$ cat config.mk
export PLATFORM = sky130hd
export DESIGN_NAME = cla_add_sub_pipe
export DESIGN_NICKNAME = d
export VERILOG_FILES = /design/src/rtl/cla_add_sub_pipe.sv
export SDC_FILE = /design/constraint.sdc
export NUM_CORES = 1
export LEC_CHECK = 0
export ABC_AREA = 1
export CAP_MARGIN = 25
export CORE_ASPECT_RATIO = 0.6
export CORE_MARGIN = 2
export CORE_UTILIZATION = 30
export CTS_BUF_LIST = sky130_fd_sc_hd__clkbuf_8
export DETAILED_ROUTE_END_ITERATION = 8
export RECOVER_POWER = 100
export SETUP_SLACK_MARGIN = 0.2
export SLEW_MARGIN = 5
export SYNTH_ARGS = -nofsm -noshare
export SYNTH_HDL_FRONTEND = slang
export SYNTH_SLANG_ARGS = --single-unit
export TNS_END_PERCENT = 5
$ cat constraint.sdc
create_clock -name clk -period 2 [get_ports clk]
set_clock_uncertainty 0.05 [all_clocks]
set_input_delay 0.2 -clock clk [delete_from_list [all_inputs] [get_ports clk]]
set_output_delay 0.2 -clock clk [all_outputs]
set_load 0.03 [all_outputs]
$ cat src/rtl/cla_add_sub_pipe.sv
// Pipelined adder/subtractor: one W-bit carry-lookahead segment per stage, with
// operand skew and result deskew carried in full-width per-stage words.
module cla_add_sub_pipe #(
  parameter int unsigned M      = 32,
  parameter int unsigned STAGES = 4
) (
  input  logic         clk,
  input  logic         rst_n,
  input  logic         in_valid,
  output logic         in_ready,
  input  logic         sub,
  input  logic         cin,
  input  logic [M-1:0] x,
  input  logic [M-1:0] y,
  output logic         out_valid,
  input  logic         out_ready,
  output logic [M-1:0] out,
  output logic         cout,
  output logic         v,
  output logic         zero
);

  localparam int unsigned W = M / STAGES;

  // c holds the carry into this stage's segment on input and its carry-out once
  // registered; cm is the carry into the segment MSB, meaningful for the last stage.
  typedef struct packed {
    logic         vld;
    logic         sub;
    logic         c;
    logic         cm;
    logic [M-1:0] x;
    logic [M-1:0] y;
    logic [M-1:0] r;
  } stage_t;

  stage_t st_q [STAGES];
  stage_t st_d [STAGES];
  stage_t in_s;
  stage_t last;
  logic   en;

  // Returns {carry out, carry into MSB, sum}; lookahead within 4-bit groups,
  // group carries chained from one group to the next.
  function automatic logic [W+1:0] cla_seg(input logic [W-1:0] a, input logic [W-1:0] b,
                                           input logic ci);
    logic [W-1:0] p;
    logic [W-1:0] g;
    logic [W:0]   c;
    logic         cc;
    logic         pp;
    int unsigned  grp;
    p    = a ^ b;
    g    = a & b;
    c    = '0;
    c[0] = ci;
    for (int unsigned b_i = 0; b_i < W; b_i++) begin
      grp = b_i - (b_i % 4);
      cc  = g[b_i];
      pp  = p[b_i];
      for (int unsigned j = b_i; j > grp; j--) begin
        cc = cc | (pp & g[j-1]);
        pp = pp & p[j-1];
      end
      c[b_i+1] = cc | (pp & c[grp]);
    end
    return {c[W], c[W-1], p ^ c[W-1:0]};
  endfunction

  function automatic stage_t step(input stage_t s, input int unsigned k);
    stage_t         o;
    logic [W+1:0]   seg;
    o   = s;
    seg = cla_seg(s.x[W*k +: W], s.y[W*k +: W], s.c);
    o.r[W*k +: W] = seg[W-1:0];
    o.c  = seg[W+1];
    o.cm = seg[W];
    return o;
  endfunction

  assign last      = st_q[STAGES-1];
  assign out_valid = last.vld;
  assign en        = ~out_valid | out_ready;
  assign in_ready  = en;
  assign out       = last.r;
  assign cout      = last.c ^ last.sub;
  assign v         = last.cm ^ last.c;
  assign zero      = last.vld & ~|last.r;

  always_comb begin
    in_s     = '0;
    in_s.vld = in_valid;
    in_s.sub = sub;
    in_s.c   = sub | cin;
    in_s.x   = x;
    in_s.y   = y ^ {M{sub}};
    st_d[0]  = step(in_s, 0);
    for (int unsigned k = 1; k < STAGES; k++) begin
      st_d[k] = step(st_q[k-1], k);
    end
  end

  always_ff @(posedge clk or negedge rst_n) begin
    if (!rst_n) begin
      for (int unsigned k = 0; k < STAGES; k++) st_q[k] <= '0;
    end else if (en) begin
      for (int unsigned k = 0; k < STAGES; k++) st_q[k] <= st_d[k];
    end
  end

endmodule

# == Word-level counts from Yosys, hierarchy flattened ==
# Cells that the tools add are included.
# classes
reduce_logical,2
bitwise_logic,227
# op_table
operator,count
$and 1x1->1,129
$or 1x1->1,82
$xor 8x8->8,8
$and 8x8->8,4
$reduce_or 32->1,1
$xor 32x32->32,1
$xor 1x1->1,2
$logic_not 1->1,1
$not 1->1,1
# totals
out_inout_bits,37
regBits,285

# == Longest topological paths before layout ==
# Gate-level depths: netlist of the first run.
# logic_depth
word_depth,10
mapped_depth,14
mapped_depth_nobuf,12

# == Worst setup path before layout of the first run ==
# Ideal clock, no wire load.
# synth_timing
path_kind,input to register
from,input port sub
to,"register, netlist name st_d[205]"
setup_ns,0.083
n_path_buf,2
slack_ns,-0.144
path_stages,11
arrival_ns,2.011
cell_sequence,buf_4 -> buf_2 -> xnor2_1 -> inv_1 -> ha_1 -> nand3_1 -> nand2_1 -> nand2_1 -> fa_1 -> xor2_1 -> o21ai_0
# synth_between
elab_chain_cells,10
word_cells_on_any_way,18
# synth_lines
item,line,text
from (decl),11,"input logic sub,"
$xor 32x32->32,96,in_s.y = y ^ {M{sub}};
$xor 8x8->8 / $and 8x8->8 (equally long branches),"53, 54",
"$and 1x1->1, on equally long branches","62, 63",
$or 1x1->1 (tied with other cells) (2 in series),62,cc = cc | (pp & g[j-1]);
$or 1x1->1 / $and 1x1->1 (equally long branches),"62, 65",
$or 1x1->1,65,c[b_i+1] = cc | (pp & c[grp]);
$and 1x1->1,65,
$or 1x1->1,65,
$xor 8x8->8 (*),67,"return {c[W], c[W-1], p ^ c[W-1:0]};"
# Every way passes the cells marked *; elsewhere a longest branch is shown, timed or not.
# A chain may end at the register's enable or synchronous reset.

# == Worst setup path in the final report of the first run ==
# layout_timing
from,"register, netlist name out[12]"
to,output port zero
# layout_between
elab_chain_cells,3
# layout_lines
item,line,text
$reduce_or 32->1,88,assign zero = last.vld & ~|last.r;
$logic_not 1->1,88,
$and 1x1->1,88,
to (decl),20,output logic zero
# Every way passes these cells.

==> results.md, run 1 <==
- Run status: finished with violations
- Failing checks: capacitance limit, slew limit, setup timing
- Die Height: about 140 um
- Placed Cells: approximately 1500
- Max_slew headroom: -0.8552%
- Synth Flop Type: dfrtp_1
- Root Driver: clkbuf_8
- Worst Path Required: roughly 1.8 ns
- DR iter-0 viols: 471
- Setup crit start kind: flip-flop
- Setup Crit Path Kind: flip-flop to output port
- Die width: 226.3 um
- Initial antenna violation count: 0
- # Max-Cap Violations: 1
- Power Density: 1505 nW/um^2
- H-tree depth: 4
- CTS tree: built
- Number of flops mapped to enable cells by yosys: 0
- Slew Limit Fails: 54
- CP max-delay cell: dfrtp_1
- Leak pwr: slightly above 5 nW
- 1st-pass router iterations: 5
- Post-route DRC: 0
- Clk sinks: between 150 and 200
- Core area: 28950 sq um
- Max clock buf depth: 2
- Mean Syn Cell Area: about 9 sq um
- Total GRT Usage: between 10% and 20%
- Minimum clock period: around 2.1 ns
- Fillers: 3013
- Final nets: around 1200
- Netlist Area Pre-Place: 8895 sq um
- Initial core utilization: 30.73%
- Yosys warns: 0
- Grt ovf: 0
- First-pass GRT wire length: 32600 um
- Number of core rows: 48
- Peak supply drop: roughly 0.45 mV
- Die ar.: ~31000 sq um
- Final hold vios: 0
- Synthesized instance count: roughly 1000
- Max stage delay on crit path: just over 0.4 ns
- GPL Wtd Cong: around 0.77
- Final setup violation count: 2
- DPL Wire Length: approximately 14000 um
- Critical Path Fanout Max: 3
- Place WS: -0.2496 ns
- PortBufs: roughly 110
- HP Class: input port to flip-flop
- Final worst slack: -0.1259 ns
- Vias per std cell: between 4 and 5
- Num CTS Buffers: 17
- Top-Level Pins: approximately 110
- Antenna diodes: 0
- Setup TNS: -0.1455 ns
- Synthesized net count: approximately 1100
- Clk_lat worst skew: 0.47 ns
- Yosys cell types: 24
- Proportion of synthesized flip-flops having asynchronous set or reset: 100.0%
- Post-synthesis sequential area ratio: ~53%
- Pin count of the biggest net entering global routing: 112
- Reg clk slew, reported paths: ~0.10 ns
- Routed Antenna Nets: 0
- Max Fclk: ~0.47 GHz
- Synth Register Bits: about 190
- Arrival time at the worst endpoint: between 1.5 and 2 ns
- Wire per inst: 13.64 um
- Period utilisation layout: 106.3%
- Setup crit end kind: output port
- Vias in the first global route: 6180
- Area Growth Syn to Fin: 20.58%
- RSZ-0062 raised after global routing: true
- Final Non-Filler Cells: 1488
- Share of layout cells above drive strength 1: a little under a tenth
- Worst-margin pin slew: between 1.5 and 2 ns
- Crit-path cells: nor2_1 -> nand3_1 -> nor2_4 -> nand4_1 -> nor2_2 -> buf_12
- Via count: 6465
- Drt total wl: 20300 um
- Final Core Density: a little under two fifths
-- sequential cells by signal, indices dropped and copies added, names as in the netlist --
register / cells
st_d: 150
st_q: 3
out: 32
last: 3
out_valid: 1
-- cell usage in the layout, fill, tap and decap left out, drive strengths merged, types with 22 or more instances in the layout --
master,synthesis,routed
nand3,25,25
nand2,382,382
inv,77,81
dfrtp,189,189
nor2,27,27
ha,32,32
xnor2,32,32
o21ai,108,108
clkdlybuf4s50,0,66
clkbuf,8,42
dlygate4sd2,0,22
-- cells in the mapped netlist (3+ instances only) --
cell | count | area [sq um]
a21o_1 | 4 | 30.03
a21oi_1 | 18 | 90.09
buf_2 | 23 | 115.1
buf_4 | 35 | 262.8
buf_6 | 11 | 123.9
clkbuf_1 | 8 | 30.03
dfrtp_1 | 189 | 4730
fa_1 | 8 | 160.2
ha_1 | 32 | 400.4
inv_1 | 74 | 277.8
inv_2 | 3 | 11.26
nand2_1 | 382 | 1434
nand3_1 | 25 | 125.1
nor2_1 | 26 | 97.59
nor4_1 | 4 | 25.02
o21ai_0 | 90 | 450.4
o21ai_1 | 18 | 90.09
xnor2_1 | 32 | 280.3
xor2_1 | 13 | 113.9
-- cell families after synthesis --
| kind of cell | share of synthesized area (%) |
|---|---|
| AND/OR/NAND/NOR | 19.37 |
| flip-flops | 53.17 |
| buffers and inverters | 9.228 |
| AO/OA/AOI/OAI | 7.498 |
| XOR/XNOR | 4.431 |
| adder cells (fa/ha/maj) | 6.302 |
-- repair_timing --
action | CTS | global route
cloned | 0 | 0
resized for setup | 50 | 46
pin swaps | 9 | 37
setup endpoints to repair | 42 | 23
setup buffers | 3 | 1
endpoints found under the hold margin | 51 | 0
hold buffers | 1 | 0
-- stage by stage --
step                total power [mW]  hold slack, ns  instance area, sq um
CTS                            16.20          0.1801                 10710
global placement               13.18          0.1426                 10190
global route                   17.57          0.1993                 10730
floorplan                      11.49         -0.1456                  8921
detailed placement             13.36          0.1516                 10190
finish                         16.14          0.2147                 10730
-- report_power, final --
| part | internal, mW | leakage [nW] | total [mW] | switching [mW] |
|---|---|---|---|---|
| Clock | 1.23 | 0.213 | 2.66 | 1.44 |
| Sequential | 5.52 | 2.29 | 6.68 | 1.16 |
| Combinational | 2.63 | 2.69 | 6.79 | 4.16 |
-- area by class of cell --
cell class | count | area [sq um] | area share, %
tap | 400 | 500.5 | 4.666
multi-input combinational | 659 | 3605 | 33.61
inverter | 77 | 289.0 | 2.695
clock inverter | 12 | 136.4 | 1.272
timing repair buffer | 131 | 1189 | 11.08
sequential | 189 | 4731 | 44.11
clock buffer | 20 | 275.3 | 2.566
-- path summary, 6_finish.rpt --
kind / from / end / slack [ns] / depth (start not counted)
setup reg to reg: out_valid / out[30] / -0.02 / 8
setup / recovery: out[12] / zero / -0.13 / 6
hold reg to reg: st_d[99] / out_valid / 0.42 / 2
max in group asynchronous: rst_n / st_d[263] / 0.23 / 3
min in group asynchronous: rst_n / st_d[59] / 0.58 / 2
hold / removal: sub / st_d[298] / 0.21 / 4
-- critical path, delay by kind of cell (launching register included) --
family | cells | cell delay (ns)
buffers and inverters | 1 | 0.14
DFF | 1 | 0.41
and+or+nand+nor | 5 | 0.87
-- routing by layer --
layer  global-route usage (%)  part of all wire (%)
met3                    3.583                   4.0
met5                        0                     0
met2                    19.39                    42
met4                    4.094                   1.1
met1                    20.04                    53
Power figures use the tool's default switching activity.
==> run 2, diff against run 1 <==
--- a/config.mk
+++ b/config.mk
@@ -12,6 +12,7 @@
 export CORE_UTILIZATION = 30
 export CTS_BUF_LIST = sky130_fd_sc_hd__clkbuf_8
 export DETAILED_ROUTE_END_ITERATION = 8
+export PLACE_DENSITY = 0.56
 export RECOVER_POWER = 100
 export SETUP_SLACK_MARGIN = 0.2
 export SLEW_MARGIN = 5
==> run 2 against run 1 <==
Effect of this change:
- the flow now finishes without violations
- clock power fell by 3%
- worst setup slack improved by 0.17 ns
- core utilization increased by 0.34 points
- highest routed layer unchanged
- sequential share of layout area fell by 0.40 points
- non-clock buffer count increased by 5
- clock-buffer cell count fell by 1
- global-route usage is 0.38 points higher
==> results.md, run 2 (synthesis results as in run 1) <==
- Run status: completed (was finished with violations)
- Most common cell after layout, fill and taps aside: nand2_1 (unchanged)
- Post-route DRC: 0 (unchanged)
- Max_slew headroom: 33.50% (was -0.8552%)
- P_sw: 6.775 mW (was 6.762 mW)
- Final setup violation count: 0 (was 2)
- Setup TNS: 0 ns (was -0.1455 ns)
- Die ar.: 31090 sq um (unchanged)
- 1st-pass router iterations: 5 (unchanged)
- Reg clk slew, reported paths: 0.10 ns (about the same)
- Placed cell area: 10200 sq um (was 10190 sq um)
- Final hold vios: 0 (unchanged)
- Drt total wl: 20300 um (about the same)
- Max Fclk: 0.5113 GHz (was 0.4704 GHz)
- Internal power: 9.366 mW (was 9.375 mW)
- Number of flip-flops under the largest register name: 150 (unchanged)
- Top-Level Pins: 107 (unchanged)
- Wire per inst: 13.60 um (was 13.64 um)
- Max clock buf depth: 2 (unchanged)
- Final Non-Filler Cells: 1493 (was 1488)
- PortBufs: 106 (unchanged)
- Worst R2R Setup Slack: 0.06 ns (was -0.02 ns)
- Final instance area: 10820 sq um (was 10730 sq um)
- Fin Hold WS: 0.1923 ns (was 0.2147 ns)
- Worst Path Required: 1.75 ns (about the same)
- Power Density: 1491 nW/um^2 (was 1505 nW/um^2)
- CP max-delay cell: dfrtp_1 (unchanged)
- RSZ-0062 raised after global routing: true (unchanged)
- Max stage delay on crit path: 0.42 ns (was 0.41 ns)
- Crit-path cells: nor4_2 -> buf_4 -> nand3_4 -> nor2_4 -> buf_6 (was nor2_1 -> nand3_1 -> nor2_4 -> nand4_1 -> nor2_2 -> buf_12)
- Worst path depth: 5 (was 6)
- Clk sinks: 189 (unchanged)
- Placed Cells: 1455 (was 1451)
- Vias in the first global route: 6351 (was 6180)
- Most frequent cells in the layout: 369 x nand2_1, 188 x dfrtp_1, 100 x o21ai_0, 77 x inv_1, 66 x clkdlybuf4s50_1 (was 370 x nand2_1, 188 x dfrtp_1, 85 x o21ai_0, 75 x inv_1, 66 x clkdlybuf4s50_1)
- R2r worst-path depth: 6 (was 8)
- Arrival time at the worst endpoint: 1.71 ns (was 1.88 ns)
- HP Class: input port to flip-flop (unchanged)
- Share of layout cells above drive strength 1: 10.25% (was 9.191%)
- Clock group share of total power: 16.0% (was 16.5%)
- Flop pwr share: 41.5% (was 41.4%)
- Minimum clock period: 1.956 ns (was 2.126 ns)
- # Max-Cap Violations: 0 (was 1)
- Root Driver: clkbuf_8 (unchanged)
- Core area: 28950 sq um (unchanged)
- Final Core Density: 37.39% (was 37.05%)
- First-pass GRT wire length: 33480 um (was 32600 um)
- Clk_lat worst skew: 0.48 ns (was 0.47 ns)
- WHS Path Cells: 3 (was 4)
- Number of core rows: 48 (unchanged)
- Die Height: 137.4 um (unchanged)
- Worst path bufs/invs: 2 (was 1)
- Crit path max-delay family: simple AND/OR/NAND/NOR gates (unchanged)
- GPL Wtd Cong: 0.7553 (was 0.7679)
- DR iter-0 viols: 393 (was 471)
- Leak pwr: 5.263 nW (was 5.189 nW)
- Routed Antenna Nets: 0 (unchanged)
- Setup crit start kind: flip-flop (unchanged)
- Die width: 226.3 um (unchanged)
- Net Sw Frac: 41.97% (was 41.90%)
- Setup crit end kind: output port (unchanged)
- Design Power: 16.14 mW (about the same)
- DPL Wire Length: 13990 um (was 13960 um)
- Antenna diodes: 0 (unchanged)
- Total GRT Usage: 13.98% (was 13.60%)
- Vias per std cell: 4.262 (was 4.345)
- H-tree depth: 4 (unchanged)
- Gate power share: 42.4% (was 42.1%)
- Worst-margin pin slew: 0.9974 ns (was 1.513 ns)
- CTS tree: built (unchanged)
- Grt ovf: 0 (unchanged)
- Period utilisation layout: 97.80% (was 106.3%)
- Final nets: 1190 (was 1185)
- Peak supply drop: 0.5260 mV (was 0.4524 mV)
- Pin count of the biggest net entering global routing: 106 (was 112)
- Place WS: -0.2658 ns (was -0.2496 ns)
- Initial antenna violation count: 0 (unchanged)
- Setup Crit Path Kind: flip-flop to output port (unchanged)
- Area Growth Syn to Fin: 21.69% (was 20.58%)
- Initial core utilization: 30.73% (unchanged)
- Final worst slack: 0.04410 ns (was -0.1259 ns)
- Fillers: 3055 (was 3013)
- Via count: 6363 (was 6465)
- Critical Path Fanout Max: 3 (unchanged)
- Num CTS Buffers: 17 (unchanged)
- Slew Limit Fails: 0 (was 54)
[run 2: changes by cell type in the layout (fill, tap and decap cells not counted), sizes merged]
cell and delta:
dlygate4sd2 +11, clkbuf -9, buf +2, clkinvlp +1
[run 2: layout make-up]
class | count | area, sq um | area share [%]
repair buffers | 136 | 1241 | 11.47
inverters | 77 | 291.5 | 2.693
flip-flops and latches | 189 | 4731 | 43.71
clock inverters | 13 | 140.1 | 1.295
well taps | 400 | 500.5 | 4.624
clock buffers | 19 | 261.5 | 2.416
multi-input cells | 659 | 3659 | 33.80
[run 2: per-layer routing]
layer | vias to the layer above | wire, um | GRT usage, %
met3 | 17 | 890 | 3.412
met4 | 0 | 215 | 3.728
met1 | 2977 | 10950 | 21.21
met5 | - | 0 | 0
met2 | 113 | 8246 | 19.58
li1 | 3256 | - | -
[run 2: power by group through the flow]
stage	Clock, mW	Sequential [mW]	Combinational, mW
after floorplan	0	6.33	5.16
after global placement	0	6.66	6.57
after detailed placement	0	6.69	6.68
after CTS	2.69	6.65	6.76
after global routing	2.86	6.93	7.88
final	2.59	6.70	6.85
[run 2: tightest hold or removal path, delay by kind of cell]
kind,cells,cell delay (ns)
AND/OR/NAND/NOR,2,0.10
buffers and inverters,1,0.39
[run 2: path summary, 6_finish.rpt]
check                         start         to
min                           x[11]  st_d[275]
min reg2reg                st_d[99]  out_valid
min in group asynchronous     rst_n   st_d[59]
max                         out[20]       zero
max in group asynchronous     rst_n    out[19]
max reg2reg                st_d[59]    out[29]
[run 2: what timing repair did]
item | 4_1_cts | 5_1_grt
setup endpoints to repair | 42 | 12
setup buffers | 5 | 0
hold endpoints to repair | 189 | 0
hold buffers | 1 | 0
pin swaps | 12 | 31
resized for setup | 61 | 46
